[config.mk]
export PLATFORM = sky130hd
export DESIGN_NAME = sram_scanout_scheduler
export DESIGN_NICKNAME = d
export VERILOG_FILES = /design/src/rtl/sram_scanout_scheduler.sv
export SDC_FILE = /design/constraint.sdc
export NUM_CORES = 1
export LEC_CHECK = 0
export CAP_MARGIN = 20
export CORE_AREA = 2 2 113 115
export CTS_BUF_LIST = sky130_fd_sc_hd__clkbuf_8
export CTS_CLUSTER_DIAMETER = 80
export DETAILED_ROUTE_END_ITERATION = 8
export DIE_AREA = 0 0 115 117
export GPL_TIMING_DRIVEN = 0
export PLACE_DENSITY = 0.88
export SYNTH_ARGS = -nofsm -noshare
export SYNTH_HDL_FRONTEND = slang
export SYNTH_SLANG_ARGS = --single-unit
[constraint.sdc]
create_clock -name clk -period 10 [get_ports clk]
set_input_delay 2 -clock clk [delete_from_list [all_inputs] [get_ports clk]]
set_output_delay 2 -clock clk [all_outputs]
set_load 0.03 [all_outputs]
[src/rtl/sram_scanout_scheduler.sv]
// Raster scan-out scheduler: issues SRAM pixel reads in raster order, pairs each
// returned pixel with its coordinate and writes {x, y, pixel} words to the DAC FIFO.
module sram_scanout_scheduler #(
  parameter int H_TOTAL         = 1056,
  parameter int V_TOTAL         = 628,
  parameter int H_VISIBLE       = 800,
  parameter int V_VISIBLE       = 600,
  parameter int MAX_OUTSTANDING = 4,
  parameter int REQ_INTERVAL    = 2
) (
  input  logic        clk,
  input  logic        rst,
  input  logic        enable,
  output logic        request_active,
  output logic [10:0] request_x,
  output logic [10:0] request_y,
  input  logic        request_ready,
  input  logic [15:0] request_data,
  input  logic        fifo_almost_full,
  output logic        fifo_write,
  output logic [37:0] fifo_data,
  output logic        frame_start,
  output logic        unexpected_response
);

  localparam int AW = (MAX_OUTSTANDING > 1) ? $clog2(MAX_OUTSTANDING) : 1;
  localparam int CW = $clog2(REQ_INTERVAL + 1);

  localparam logic [10:0]   H_LAST     = 11'(H_TOTAL - 1);
  localparam logic [10:0]   V_LAST     = 11'(V_TOTAL - 1);
  localparam logic [10:0]   H_VIS      = 11'(H_VISIBLE);
  localparam logic [10:0]   V_VIS      = 11'(V_VISIBLE);
  localparam logic [AW:0]   FULL_CNT   = (AW + 1)'(MAX_OUTSTANDING);
  localparam logic [CW-1:0] CNT_RELOAD = CW'(REQ_INTERVAL - 1);

  logic [10:0]   sx_q, sx_d, sy_q, sy_d;
  logic [CW-1:0] cnt_q, cnt_d;

  logic [21:0]   tag_q [MAX_OUTSTANDING];
  logic [AW-1:0] wr_ptr_q, wr_ptr_d, rd_ptr_q, rd_ptr_d;
  logic [AW:0]   count_q, count_d;

  logic        request_active_q, request_active_d;
  logic [10:0] request_x_q, request_x_d, request_y_q, request_y_d;
  logic        fifo_write_q, fifo_write_d;
  logic [37:0] fifo_data_q, fifo_data_d;
  logic        frame_start_q, frame_start_d;
  logic        unexpected_q, unexpected_d;

  logic full, empty, visible, ready_to_advance;
  logic adv_vis, adv_blank, advance, push, pop;

  always_comb begin
    full             = (count_q == FULL_CNT);
    empty            = (count_q == '0);
    visible          = (sx_q < H_VIS) && (sy_q < V_VIS);
    ready_to_advance = (cnt_q == '0) && enable && !fifo_almost_full;
    adv_vis          = ready_to_advance && visible && !full;
    // Blanking words bypass SRAM; only emitted once every read has returned,
    // so they cannot overtake a pending response or collide with one.
    adv_blank        = ready_to_advance && !visible && empty && !request_ready;
    advance          = adv_vis || adv_blank;
    push             = adv_vis;
    pop              = request_ready && !empty;
  end

  always_comb begin
    sx_d  = sx_q;
    sy_d  = sy_q;
    cnt_d = cnt_q;
    if (advance) begin
      cnt_d = CNT_RELOAD;
      if (sx_q == H_LAST) begin
        sx_d = '0;
        sy_d = (sy_q == V_LAST) ? '0 : sy_q + 11'd1;
      end else begin
        sx_d = sx_q + 11'd1;
      end
    end else if (cnt_q != '0) begin
      cnt_d = cnt_q - CW'(1);
    end
  end

  always_comb begin
    wr_ptr_d = wr_ptr_q;
    rd_ptr_d = rd_ptr_q;
    count_d  = count_q;
    if (push) wr_ptr_d = wr_ptr_q + AW'(1);
    if (pop)  rd_ptr_d = rd_ptr_q + AW'(1);
    if (push && !pop)      count_d = count_q + (AW + 1)'(1);
    else if (pop && !push) count_d = count_q - (AW + 1)'(1);
  end

  always_comb begin
    request_active_d = adv_vis;
    request_x_d      = adv_vis ? sx_q : request_x_q;
    request_y_d      = adv_vis ? sy_q : request_y_q;
    fifo_write_d     = pop || adv_blank;
    fifo_data_d      = fifo_data_q;
    if (pop)            fifo_data_d = {tag_q[rd_ptr_q], request_data};
    else if (adv_blank) fifo_data_d = {sx_q, sy_q, 16'h0000};
    frame_start_d    = fifo_write_d && (fifo_data_d[37:16] == '0);
    unexpected_d     = unexpected_q || (request_ready && empty);
  end

  always_ff @(posedge clk) begin
    if (rst) begin
      sx_q             <= '0;
      sy_q             <= '0;
      cnt_q            <= '0;
      wr_ptr_q         <= '0;
      rd_ptr_q         <= '0;
      count_q          <= '0;
      request_active_q <= 1'b0;
      request_x_q      <= '0;
      request_y_q      <= '0;
      fifo_write_q     <= 1'b0;
      fifo_data_q      <= '0;
      frame_start_q    <= 1'b0;
      unexpected_q     <= 1'b0;
    end else begin
      sx_q             <= sx_d;
      sy_q             <= sy_d;
      cnt_q            <= cnt_d;
      wr_ptr_q         <= wr_ptr_d;
      rd_ptr_q         <= rd_ptr_d;
      count_q          <= count_d;
      request_active_q <= request_active_d;
      request_x_q      <= request_x_d;
      request_y_q      <= request_y_d;
      fifo_write_q     <= fifo_write_d;
      fifo_data_q      <= fifo_data_d;
      frame_start_q    <= frame_start_d;
      unexpected_q     <= unexpected_d;
    end
  end

  always_ff @(posedge clk) begin
    if (!rst && push) tag_q[wr_ptr_q] <= {sx_q, sy_q};
  end

  assign request_active      = request_active_q;
  assign request_x           = request_x_q;
  assign request_y           = request_y_q;
  assign fifo_write          = fifo_write_q;
  assign fifo_data           = fifo_data_q;
  assign frame_start         = frame_start_q;
  assign unexpected_response = unexpected_q;

endmodule

### Word level (Yosys, flattened, before mapping)

Memory sizes are Yosys's and may differ from the RTL's. A register that Yosys moved wholly into a read port is not among the register bits.
Cells that the tools add are included.

* latch bits: 0
* bits of input ports: 21
* bits in registers: 95
* word-level logic and storage cells: 74
* memory bits (read-only): 0
* bits in writable memories: 88
* memories kept: 1

* $add $sub $neg: 7
* mux-type cells: 12
* shift operators: 0
* order comparisons: 2
* multiply operators: 0
* reductions and logical operators: 34
* divide/modulo/power cells: 0
* bitwise operators: 0
* equality and inequality tests: 3

Memories
* tag_q: words 4, width 22, rd ports 1, clocked after Yosys merged registers in 1, wr ports 1, RTL line 39 `logic [21:0] tag_q [MAX_OUTSTANDING];`

Operators by type and width (number)
* $mux 38: 2
* $add 11x1->11 const B: 2
* $logic_not 22->1: 1
* $lt 11x10->1 const B: 2
* $mux 11: 2
* $logic_and 1x1->1: 14
* $eq 11x10->1 const B: 1
* $eq 11x11->1 const B: 1
* $logic_not 1->1: 8
* $reduce_bool 2->1: 4
* $mux 3: 2
* $add 2x1->2 const B: 2
* $mux 1: 4
* $mux 2: 2
* $add 3x1->3 const B: 1
* $eq 3x3->1 const B: 1
* $logic_not 3->1: 1
* $logic_or 1x1->1: 3
* $sub 3x1->3 const B: 1
* $logic_not 2->1: 1
* $reduce_and 2->1: 1
* $reduce_or 2->1: 1
* $sub 2x1->2 const B: 1

### Longest topological paths before layout

* depth in word-level cells: 10
* mapped depth: 13
* gate-level depth less buffers: 12

### Worst setup path after synthesis

OpenSTA, ideal clock, no wires.

* path type: input-to-reg
* start point: in request_ready
* end point: reg count_q[2]
* setup time: 0.070 ns
* slack: 5.466 ns
* cell stages on the path: 12
* arrival: 4.464 ns
* required time: 9.930 ns
* path buffers: 4
* path through: nor2b_1 > clkbuf_1 > inv_2 > clkbuf_1 > clkbuf_1 > clkbuf_1 > ha_1 > inv_1 > fa_1 > xor2_1 > or3_1 > a21oi_1

* longest elaborated chain between the ends: 4

Ends and longest elaborated chain
* start: declaration: RTL line 17 `input logic request_ready,`
* $logic_and 1x1->1 (*): RTL line 64 `pop = request_ready && !empty;`
* $logic_not 1->1: RTL line 90 `if (push && !pop) count_d = count_q + (AW + 1)'(1);`
* $logic_and 1x1->1: RTL line 90
* $mux 3 or $reduce_bool 2->1 (tied branches)
* end signal: assignment: RTL line 127 `count_q <= count_d;`
* end: declaration: RTL line 41 `logic [AW:0] count_q, count_d;`

Every way passes the cells marked *; elsewhere a longest branch is shown, timed or not.
A chain may end at the register's enable or synchronous reset.

### Final worst setup path

Ends and elaborated chain as after synthesis.

==> summary.txt <==
status: finished clean
Root Driver: clkbuf_8
via count: 5222
largest net degree at the start of global routing: 23
RSZ-0062 raised after global routing: false
WP data required: 10.39 ns
Post-CTS Setup Bufs: 0
Layout area overhead: 20.48%
max frequency: 192.8 MHz
Die Area: 13460 sq um
leading area contributor after synthesis: edfxtp_1
most common cell after layout, fill and taps aside: dfxtp_1
DRT Pass-1 Iters: 8
worst vdd ir: 0.0001251 V
H-tree depth: 4
antenna viol nets, final: 0
post-synthesis compound-gate area fraction: 0.09055
crit path from: request_ready
worst hold start: request_x[5]$_SDFFE_PP0P_
share of cells above drive strength 1: 0.1166
Die W: 115 um
cell family with most CP delay: buffers and inverters
Die H: 117 um
DRT iter0 DRCs: 686
Post-Route WL: 17.15 mm
sequential power share: 0.460
Max Slew Vio Count: 0
initial antenna violation count: 0
CP Launch Type: primary input
Net Switching: 668.6 uW
ANT cells: 0
Max-cap violations: 0
YS warnings: 0
CP Buf/Inv Count: 7
vias in the first global route: 5114
Fillers: 802
Critical-path top delay cell: clkbuf_1
pwr dens: 225.0 nW/um^2
CP max stage delay: 0.49 ns
Worst Slack Setup Final: 4.814 ns
Util after Layout: 0.7085
Hold Slack: 0.4671 ns
Final HPWL DP: 11.99 mm
Worst Tran Pin Value: 0.8315 ns
first-pass GRT wire length: 26.73 mm
GRT overflow: 0
Clk pwr share: 0.244
Netlist Area Pre-Place: 7241 sq um
final setup fails: 0
leak pwr: 0.002902 uW
Core ar.: 12310 sq um
sequence of cells on the critical path: clkdlybuf4s50_1, nor2b_1, clkbuf_1, inv_2, clkbuf_1, clkbuf_1, clkbuf_1, ha_1, inv_1, fa_1, xor2_1, or3_1, a21oi_1
CTS clock-pin slew for the worst setup and hold paths: 0.10 ns
Rel. slew slack: 0.4406
Final #Nets: 729
GP Congestion: 0.8689
synthesized instance count: 593
post-synthesis mux area share: 0.07119
hold bufs inserted after CTS: 0
Pint: 1294 uW
Wirelength per Cell: 19.89 um
setup slack at placement: 4.333 ns
r2r startpoint: count_q[0]$_SDFFE_PP0P_
clk_lat worst skew: 0.47 ns
TritonCTS buffer count: 17
register bit total from synthesis: 185
Design Area, Final: 8723 sq um
Post-Synth Adder-Cell Area: 0.01659
CP Class: primary input to flop
simple-gate share of the synthesized area: 0.1339
sw frac: 0.3407
placed instance area: 8317 sq um
# DRC: 0
largest cells by area after synthesis: edfxtp_1, dfxtp_1, mux4_2
Synth Flop Type: dfxtp_1
syn_nets: 623
Starting Density: 0.5881
Synth cell types: 50
Setup TNS Final: 0 ns
post-synth top area share: 0.3650
endpoint type of the worst setup path: flop
GRT Total Usage: 0.2664
CTS tree: built
critical path arrival: 5.58 ns
Post-CTS Resized: 0
Tmin final: 5.186 ns
Top Ports: 85
Synth Area in XOR/XNOR: 0.02661
row count: 41
Combinational Power Share: 0.297
Seq/Total Area, Yosys: 0.6331
EDFF count, synth: 88
Max Buffers Root-to-Sink: 2
clk sinks: 185
Most common cell on crit path: clkbuf_1
drt via density: 6.058
fin crit share: 0.5186
Avg Inst Size Synth: 12.21 sq um
final clock skew: 0.01549 ns
hold violation count in the final report: 0
commonest cells after routing, fill and taps aside: dfxtp_1, edfxtp_1, clkdlybuf4s50_1
worst min path class: flop to flop
crit-path max FO: 10
ys async rst share: 0
Port Buffers: 83
largest family of logic cells by synthesized area: simple AND/OR/NAND/NOR gates
==> state kept, by name, summed over array words and instances, names as in the netlist, named ones only <==
register,cells
tag_q,88
fifo_data,38
request_x,11
request_y,11
sx_q,11
sy_q,11
count_q,3
cnt_q,2
rd_ptr_q,2
wr_ptr_q,2
fifo_write,1
frame_start,1
request_active,1
unexpected_response,1
==> power by group through the flow <==
stage	combinational, uW	clock (uW)	sequential, uW
after floorplan	324	0	982
after global placement	558	0	913
after detailed placement	579	0	919
after CTS	583	482	902
after global routing	636	512	910
final	582	478	902
==> logic make-up after synthesis <==
logic type	count (synthesis)
adders and majority gates	9
xor gates and xnor gates	22
and+or+nand+nor	209
AOI/OAI and AO/OA	98
muxes	24
DFF	185
buffers and inverters	46
==> worst paths after layout <==
kind | to | slack, ns | cells past startpoint
setup reg to reg | count_q[2]$_SDFFE_PP0P_ | 6.21 | 13
setup / recovery | count_q[2]$_SDFFE_PP0P_ | 4.81 | 13
hold / removal | request_x[5]$_SDFFE_PP0P_ | 0.47 | 2
hold reg to reg | request_x[5]$_SDFFE_PP0P_ | 0.47 | 2
==> metrics by stage <==
step                cells  power (uW)
CTS                   861        1967
detailed placement    829        1498
floorplan             593        1306
global route          862        2058
finish                862        1962
global placement      826        1471
==> routing by layer <==
metal | vias up | global-route usage | routed length, um
met5 | - | 0 | 0
met4 | 0 | 0.09478 | 329
met3 | 31 | 0.07312 | 1497
met2 | 297 | 0.4478 | 8682
met1 | 2542 | 0.3355 | 6637
li1 | 2352 | - | -
==> synthesized netlist by cell type, types with 2 or more instances <==
| cell type | instances |
|---|---|
| a211oi_1 | 5 |
| a21oi_1 | 58 |
| a21oi_2 | 5 |
| a221oi_1 | 5 |
| a22o_1 | 12 |
| and2_1 | 5 |
| and3_1 | 2 |
| buf_2 | 6 |
| buf_6 | 3 |
| clkbuf_1 | 28 |
| dfxtp_1 | 97 |
| edfxtp_1 | 88 |
| ha_1 | 8 |
| inv_1 | 7 |
| mux2i_1 | 2 |
| mux4_2 | 22 |
| nand2_1 | 77 |
| nand3_1 | 27 |
| nand4_1 | 9 |
| nor2_1 | 54 |
| nor2_2 | 2 |
| nor2b_1 | 10 |
| nor3_1 | 3 |
| nor3b_1 | 3 |
| nor4b_1 | 2 |
| o21ai_0 | 5 |
| or3_1 | 5 |
| xnor2_1 | 3 |
| xor2_1 | 19 |
==> worst min-delay path: stages, from the launching register on <==
cell and delay (ns):
dfxtp_1 0.32, nand2_1 0.05, a21oi_1 0.05
==> area by class of cell <==
class / count / area, sq um / area share
clock inverter: 15 / 145.1 / 0.01664
clock buffer: 17 / 234.0 / 0.02682
sequential: 185 / 4584 / 0.5255
timing repair buffer: 87 / 915.9 / 0.1050
buffer: 37 / 168.9 / 0.01936
multi-input combinational: 362 / 2454 / 0.2813
tap: 150 / 187.7 / 0.02151
inverter: 9 / 33.78 / 0.003873
(Power assumes the default switching activity.)
